===== config.mk =====
export PLATFORM = sky130hd
export DESIGN_NAME = oled_text_streamer
export DESIGN_NICKNAME = d
export VERILOG_FILES = /design/src/rtl/oled_pkg.sv /design/src/rtl/oled_text_buffer.sv /design/src/rtl/oled_text_streamer.sv
export SDC_FILE = /design/constraint.sdc
export NUM_CORES = 1
export LEC_CHECK = 0
export CORE_ASPECT_RATIO = 1.75
export CORE_MARGIN = 4
export CORE_UTILIZATION = 25
export DETAILED_ROUTE_END_ITERATION = 6
export REMOVE_ABC_BUFFERS = 1
export SKIP_LAST_GASP = 1
export SLEW_MARGIN = 10
export SYNTH_ARGS = -nofsm -noshare
export SYNTH_HDL_FRONTEND = slang
export SYNTH_HIERARCHICAL = 1
export SYNTH_SLANG_ARGS = --single-unit

===== constraint.sdc =====
create_clock -name clock -period 5.4 [get_ports clock]
set_input_delay 1.35 -clock clock [delete_from_list [all_inputs] [get_ports clock]]
set_output_delay 1.35 -clock clock [all_outputs]
set_load 0.01 [all_outputs]

===== src/rtl/oled_pkg.sv =====
// Shared constants and state encoding for the OLED text streamer.
package oled_pkg;

    localparam int NUM_CHARS = 64;
    localparam int CHAR_W    = 7;
    localparam int ADDR_W    = $clog2(NUM_CHARS);

    localparam logic [CHAR_W-1:0] BLANK_CHAR = 7'h20;
    localparam logic [ADDR_W-1:0] LAST_IDX   = ADDR_W'(NUM_CHARS - 1);

    typedef enum logic [2:0] {
        S_IDLE,
        S_CLEAR,
        S_LOAD,
        S_SEND,
        S_WAIT_LOW,
        S_FIN
    } state_e;

endpackage


===== src/rtl/oled_text_buffer.sv =====
// 64-entry character register file: one synchronous write port, one
// combinational read port, reset fills every entry with BLANK_CHAR.
module oled_text_buffer
    import oled_pkg::*;
(
    input  logic              clock,
    input  logic              reset,
    input  logic              we,
    input  logic [ADDR_W-1:0] waddr,
    input  logic [CHAR_W-1:0] wdata,
    input  logic [ADDR_W-1:0] raddr,
    output logic [CHAR_W-1:0] rdata
);

    logic [NUM_CHARS-1:0][CHAR_W-1:0] mem_q, mem_d;

    // Next contents: current contents with the optional write folded in.
    always_comb begin
        mem_d = mem_q;
        if (we) mem_d[waddr] = wdata;
    end

    // Storage; a read on the write edge still sees the old value.
    always_ff @(posedge clock) begin
        if (reset) mem_q <= {NUM_CHARS{BLANK_CHAR}};
        else       mem_q <= mem_d;
    end

    assign rdata = mem_q[raddr];

endmodule


===== src/rtl/oled_text_streamer.sv =====
// Holds a 64-character text frame and streams it, one character per
// handshake, to the OLED controller. Also provides a bulk clear to spaces.
module oled_text_streamer
    import oled_pkg::*;
(
    input  logic              clock,
    input  logic              reset,
    input  logic              wr_en,
    input  logic [ADDR_W-1:0] wr_addr,
    input  logic [CHAR_W-1:0] wr_data,
    input  logic              clear,
    input  logic              start,
    output logic              busy,
    output logic              frame_done,
    output logic [CHAR_W-1:0] sendData,
    output logic              sendDataValid,
    input  logic              sendDone
);

    state_e            state_q, state_d;
    logic [ADDR_W-1:0] idx_q, idx_d;
    logic [CHAR_W-1:0] data_q, data_d;
    logic              valid_q, valid_d;

    logic              buf_we;
    logic [ADDR_W-1:0] buf_waddr;
    logic [CHAR_W-1:0] buf_wdata;
    logic [CHAR_W-1:0] buf_rdata;

    oled_text_buffer u_buf (
        .clock (clock),
        .reset (reset),
        .we    (buf_we),
        .waddr (buf_waddr),
        .wdata (buf_wdata),
        .raddr (idx_q),
        .rdata (buf_rdata)
    );

    // Next-state, index, output-register and buffer write-port control.
    always_comb begin
        state_d   = state_q;
        idx_d     = idx_q;
        data_d    = data_q;
        valid_d   = valid_q;
        buf_we    = 1'b0;
        buf_waddr = wr_addr;
        buf_wdata = wr_data;

        case (state_q)
            S_IDLE: begin
                buf_we = wr_en;
                if (clear) begin
                    state_d = S_CLEAR;
                    idx_d   = '0;
                end else if (start) begin
                    state_d = S_LOAD;
                    idx_d   = '0;
                end
            end
            S_CLEAR: begin
                // Host writes are locked out; the port sweeps blanks instead.
                buf_we    = 1'b1;
                buf_waddr = idx_q;
                buf_wdata = BLANK_CHAR;
                if (idx_q == LAST_IDX) state_d = S_IDLE;
                else                   idx_d   = idx_q + ADDR_W'(1);
            end
            S_LOAD: begin
                buf_we  = wr_en;
                data_d  = buf_rdata;
                state_d = S_SEND;
            end
            S_SEND: begin
                buf_we = wr_en;
                // valid is only raised on a cycle with sendDone low, so a
                // high valid doubles as "acknowledge was seen low since entry"
                // and a stale acknowledge can never complete this character.
                if (valid_q && sendDone) begin
                    valid_d = 1'b0;
                    state_d = S_WAIT_LOW;
                end else if (!sendDone) begin
                    valid_d = 1'b1;
                end
            end
            S_WAIT_LOW: begin
                buf_we = wr_en;
                if (!sendDone) begin
                    if (idx_q == LAST_IDX) begin
                        state_d = S_FIN;
                    end else begin
                        idx_d   = idx_q + ADDR_W'(1);
                        state_d = S_LOAD;
                    end
                end
            end
            S_FIN: begin
                state_d = S_IDLE;
            end
            default: begin
                state_d = S_IDLE;
                valid_d = 1'b0;
            end
        endcase
    end

    // State and output registers; reset aborts any stream or clear at once.
    always_ff @(posedge clock) begin
        if (reset) begin
            state_q <= S_IDLE;
            idx_q   <= '0;
            data_q  <= '0;
            valid_q <= 1'b0;
        end else begin
            state_q <= state_d;
            idx_q   <= idx_d;
            data_q  <= data_d;
            valid_q <= valid_d;
        end
    end

    assign busy          = (state_q != S_IDLE);
    assign frame_done    = (state_q == S_FIN);
    assign sendData      = data_q;
    assign sendDataValid = valid_q;

endmodule


After elaboration in Yosys (flattened, before gate mapping)
Index checks and enable logic that the tools add are counted.
Operators by class
  eq/ne operators: 11
  div/mod/pow operators: 0
  multipliers: 0
  $add $sub $neg: 1
  bitwise logic cells: 1
  magnitude comparators: 3
  muxes and demuxes: 23
  reductions and logical operators: 10
  shift-type cells: 0
Operators by type and width (count)
  448-bit bitwise mux: 1
  7-bit binary-select mux with 6-bit select: 1
  7-bit demux with 6-bit select: 1
  6-bit two-way mux: 5
  7-bit two-way mux: 3
  3-bit two-way mux: 6
  6-bit case mux with 3 select lines: 1
  3-bit case mux with 5 select lines: 1
  6-bit by 7-bit less-than comparator with 1-bit output, second input constant: 2
  6-bit by 1-bit adder with 6-bit output, second input constant: 1
  3-bit by 2-bit equality test with 1-bit output, second input constant: 2
  3-bit equality test, second input constant: 2
  6-bit equality test, second input constant: 1
  6-bit by 1-bit greater-or-equal comparator with 1-bit output, second input constant: 1
  2-bit != test, second input constant: 3
  3-bit != test, second input constant: 2
  3-bit nonzero test: 2
  5-bit OR reduction: 1
  1-bit case mux with 2 select lines: 2
  4-bit AND reduction: 1
  4-bit OR reduction: 1
  3-bit by 1-bit equality test with 1-bit output, second input constant: 1
  3-bit logical NOT: 1
  3-bit AND reduction: 1
  other kinds (4): 6
Storage, ports and cells
  bits in read-only memories: 0
  bits in latches: 0
  output and inout bits: 10
  memories: 0
  memory bits (writable): 0
  word-level logic and storage cells: 117
  input port bits: 19
  register bits: 465

Longest topological paths before layout
  depth in word-level cells: 7
  depth in mapped cells: 13
  mapped depth without buffers: 8

Cells and area by module
The synthesis kept the hierarchy.
By module, submodules not included
  oled_text_buffer: cells an instance 2093, times used 1, sequential area each 8968.6 um2, area an instance 20114.3 um2
  oled_text_streamer: cells an instance 128, times used 1, sequential area each 340.3 um2, area an instance 1043.5 um2

Worst setup path after synthesis
No wires, ideal clock.
  kind: input-to-reg
  start: in wr_addr[5]
  end: reg u_buf/mem_q[19] (netlist name)
  required time: 5280 ps
  buffers on the path: 2
  setup slack: 2326 ps
  data arrival time: 2955 ps
  stages: 8
  setup time: 120 ps
  path through: mux2_2 -> buf_2 -> nor4b_2 -> nand2b_1 -> nor3b_1 -> buf_2 -> nor2b_1 -> a211o_1
On the way
  cells in the longest elaborated chain, start to end: 6
  elaborated cells on any way between the ends: 7
  classes of those cells: order compare: 2; mux: 4; reduce/logical: 1
RTL lines
  start: declaration: RTL line oled_text_streamer.sv:9  | input logic [ADDR_W-1:0] wr_addr,
  6-bit two-way mux *: RTL line oled_text_streamer.sv:50  | case (state_q)
  6-bit by 7-bit less-than comparator with 1-bit output (not written as such) or 6-bit by 1-bit greater-or-equal comparator with 1-bit output (tied branches): RTL line oled_text_buffer.sv:20  | if (we) mem_d[waddr] = wdata;
  1-bit logical AND (not written as such): RTL line oled_text_buffer.sv:20
  7-bit two-way mux (not written as such): RTL line oled_text_buffer.sv:20
  7-bit demux with 6-bit select *
  448-bit bitwise mux *: RTL line oled_text_buffer.sv:20
  end signal: assignment: RTL line oled_text_buffer.sv:25  | if (reset) mem_q <= {NUM_CHARS{BLANK_CHAR}};
  end signal: assignment: RTL line oled_text_buffer.sv:26  | else mem_q <= mem_d;
  end: declaration: RTL line oled_text_buffer.sv:15  | logic [NUM_CHARS-1:0][CHAR_W-1:0] mem_q, mem_d;
Every way passes the cells marked *; elsewhere a longest branch is shown, timed or not.
A chain may end at the register's enable or synchronous reset.

Worst setup path after layout
  start: in wr_en
  end: reg u_buf/mem_q[26] (netlist name)
On the way
  cells in the longest elaborated chain, start to end: 1
RTL lines
  start: declaration: RTL line oled_text_streamer.sv:8  | input logic wr_en,
  1-bit case mux with 2 select lines: RTL line oled_text_streamer.sv:50
  net buf_we: RTL line oled_text_streamer.sv:25  | logic buf_we;
The timed path passes the listed nets, and every way through them passes these cells.

==> flow_metrics.py <==
metrics = {
    "cts": {
        "post_cts_buffers": 0,
        "cts_buffers": 41,
        "clk_latency_ns": 0.55,
        "postCtsHoldBufs": 0,
        "cts_root_buf": "clkbuf_16",
        "cts_resized": 0,
        "clk_pin_slew_ns": 0.07,
        "clock_sinks": 465,
        "cts_tree": "yes",
        "cts_htree_levels": 2,
        "clock_path_buffers": 3,
    },
    "sta": {
        "finClkSkew_ns": 0.0141,
        "post-route-period-util_pct": 71.7,
        "fmax_mhz": 258,
        "finalHoldViolations": 0,
        "layout_setup_ws_ns": 1.53,
        "setup_violations": 0,
        "maxSlewViolCount": 0,
        "rsz0062_at_grt": "no",
        "min_period_ns": 3.87,
        "relSlewSlack_pct": 22.8,
        "fin_tns_setup_ns": 0,
        "tightest_slew_ns": 1.13,
    },
    "placed_design": {
        "place.gp.congestion": 0.824,
        "place_inst": 3153,
        "port_buffers": 28,
        "hpwl_um": 42500,
        "pre_cts_slack_ns": 1.01,
    },
    "critical_path": {
        "rrSetupSlack_ns": 1.66,
        "slowest_stage": "o22ai_1",
        "rr_worst_depth": 8,
        "crit_chain": "clkdlybuf4s50_1, a21oi_1, o22ai_1, nor4b_2, and2_1, nand3b_1, a211o_1",
        "crit_path_end_kind": "register",
        "required_ns": 5.83,
        "slowest_delay_ns": 0.57,
        "critPathMaxFanout": 11,
        "crit_type": "in -> reg",
        "start_kind": "primary input",
        "cp_data_arrival_time_ns": 4.31,
        "r2r-end": "u_buf/mem_q[72]$_SDFFE_PP0P_",
        "r2r-start": "state_q[1]$_SDFFE_PP0P_",
    },
    "yosys": {
        "yosysMostFrequentCell": "dfxtp_1",
        "ys_warn_count": 6,
        "synth_area_leaders": "dfxtp_1 (44%), mux2i_1 (10%), mux4_2 (9.7%), a21oi_1 (4.8%), nand3_1 (4.5%)",
        "synth-seq-cells": 465,
        "synthCells": 2221,
        "seq_area_frac_synth_pct": 44.0,
        "synthTopCellsByCount": "dfxtp_1 (465), nand2_1 (249), nor2_1 (235)",
        "synth_top_area_cell": "dfxtp_1",
        "synthArstFlopShare_pct": 0,
        "synth_top_flop_cell": "dfxtp_1",
        "syn_avg_cell_area_sq_um": 9.53,
        "synth_edf_count": 0,
        "netlist.area_leader.share_pct": 44.0,
        "yosys.cell_types.count": 64,
        "netlist_area_sq_um": 21200,
    },
    "grt": {
        "grt_start_max_net_pins": 125,
        "grt_pass1_vias": 16178,
        "grt_overflow": 0,
        "track_usage_pct": 13.9,
        "grt_antenna_before_repair": 0,
        "grt_pass1_wl_um": 98700,
    },
    "min_path": {
        "hold_path.class": "reg -> reg",
        "min_from": "u_buf/mem_q[337]$_SDFFE_PP0P_",
        "whs_endpoint": "u_buf/mem_q[337]$_SDFFE_PP0P_",
        "hold_path_depth": 2,
    },
    "detailed_routing": {
        "vias": 16411,
        "wl_per_cell_um": 20.1,
        "ant_nets": 0,
        "drtPass1Iterations": 5,
        "drc": 0,
        "drt_wl_total_um": 64800,
        "first_iter_violations": 1115,
        "via_per_inst": 5.09,
    },
    "layout": {
        "final_cells": 3224,
        "n_antenna_cell": 0,
        "fin_nets": 2151,
        "drive_gt1_share_pct": 13.4,
        "areaGrowthSynthToFinish_pct": 12.3,
    },
    "die": {
        "dieArea_sq_um": 89500,
        "num_rows": 140,
        "io_pins": 29,
        "start_util_pct": 25.3,
        "die_w_um": 228,
        "fp.dieH_um": 393,
        "core-area_sq_um": 83600,
    },
    "power": {
        "cellLeakagePower_nw": 7.48,
        "ir_worst_vdd_mv": 0.236,
        "power.total_w": 0.00717,
        "p_per_area_nw_per_um2": 302,
    },
    "flow_run": {
        "cap_violations": 0,
    },
    "outcome": {
        "status": "finished, final reports clean",
    },
}
==> state kept, by name, summed over array words and instances, names as in the netlist <==
signal	count
idx_q	6
sendData	7
sendDataValid	1
u_buf/mem_q	448
state_q	3
==> where the power goes <==
part	switching [W]	total (W)	internal [W]
clock network	0.00132	0.00301	0.00169
registers	0.0000384	0.00350	0.00346
logic	0.000467	0.000656	0.000189
==> kinds of logic (layout without fill, tap and decap cells) <==
group / after synthesis / after routing / share of synthesized area (%)
fa+ha+maj: 1 / 1 / 0.0591
buf+inv: 227 / 165 / 4.62
flops: 465 / 465 / 44.0
xor+xnor: 1 / 1 / 0.0414
mux: 343 / 343 / 22.7
compound gates: 343 / 343 / 10.2
simple gates: 841 / 841 / 18.4
==> final cells by class <==
class,instances,area [sq um]
fill,8644,59800
multi-input combinational,1529,10900
sequential,465,9320
tap,1065,1330
clock buffer,57,1200
timing repair buffer,78,761
clock inverter,14,148
inverter,16,60.1
==> worst max path at each step <==
stage	from	to	slack (ns)	depth (start not counted)
detailed placement	wr_en	u_buf/mem_q[26]$_SDFFE_PP1P_	1.01	7
floorplan	idx_q[1]$_SDFFE_PP0P_	u_buf/mem_q[187]$_SDFFE_PP1P_	-2.89	4
global placement	wr_en	u_buf/mem_q[26]$_SDFFE_PP1P_	1.07	7
CTS	wr_en	u_buf/mem_q[26]$_SDFFE_PP1P_	1.58	7
finish	wr_en	u_buf/mem_q[26]$_SDFFE_PP1P_	1.53	7
global route	wr_en	u_buf/mem_q[26]$_SDFFE_PP1P_	1.33	7
==> worst max-delay path: cells and delay by family <==
| kind | cells | cell delay [ns] |
|---|---|---|
| simple gates | 3 | 1.27 |
| buf+inv | 1 | 0.56 |
| compound gates | 3 | 1.10 |
==> layout by cell type, fill, tap and decap left out, types with 42 or more instances in the layout <==
cell type / n
clkbuf_16: 42
mux4_2: 91
nand2_1: 249
a21oi_1: 205
buf_4: 42
mux2i_1: 216
nor2_1: 233
dfxtp_1: 462
nand3_1: 189
nor2b_1: 42
a211o_1: 56
==> through the flow <==
| step | cell area (sq um) | hold slack [ns] | utilization (%) |
|---|---|---|---|
| finish | 23800 | 0.451 | 28.4 |
| global route | 23800 | 0.465 | 28.4 |
| CTS | 23800 | 0.451 | 28.4 |
| detailed placement | 22400 | 0.442 | 26.8 |
| global placement | 22400 | 0.437 | 26.8 |
| floorplan | 20200 | 0.425 | - |
==> routing by layer <==
metal	track usage, %	wire length (um)	up-vias
met1	15.3	24300	8092
li1	-	-	7692
met4	7.71	3870	0
met3	1.30	2510	156
met5	0	0	-
met2	26.2	34100	471
No activity file was read; power rests on OpenSTA's default activity.
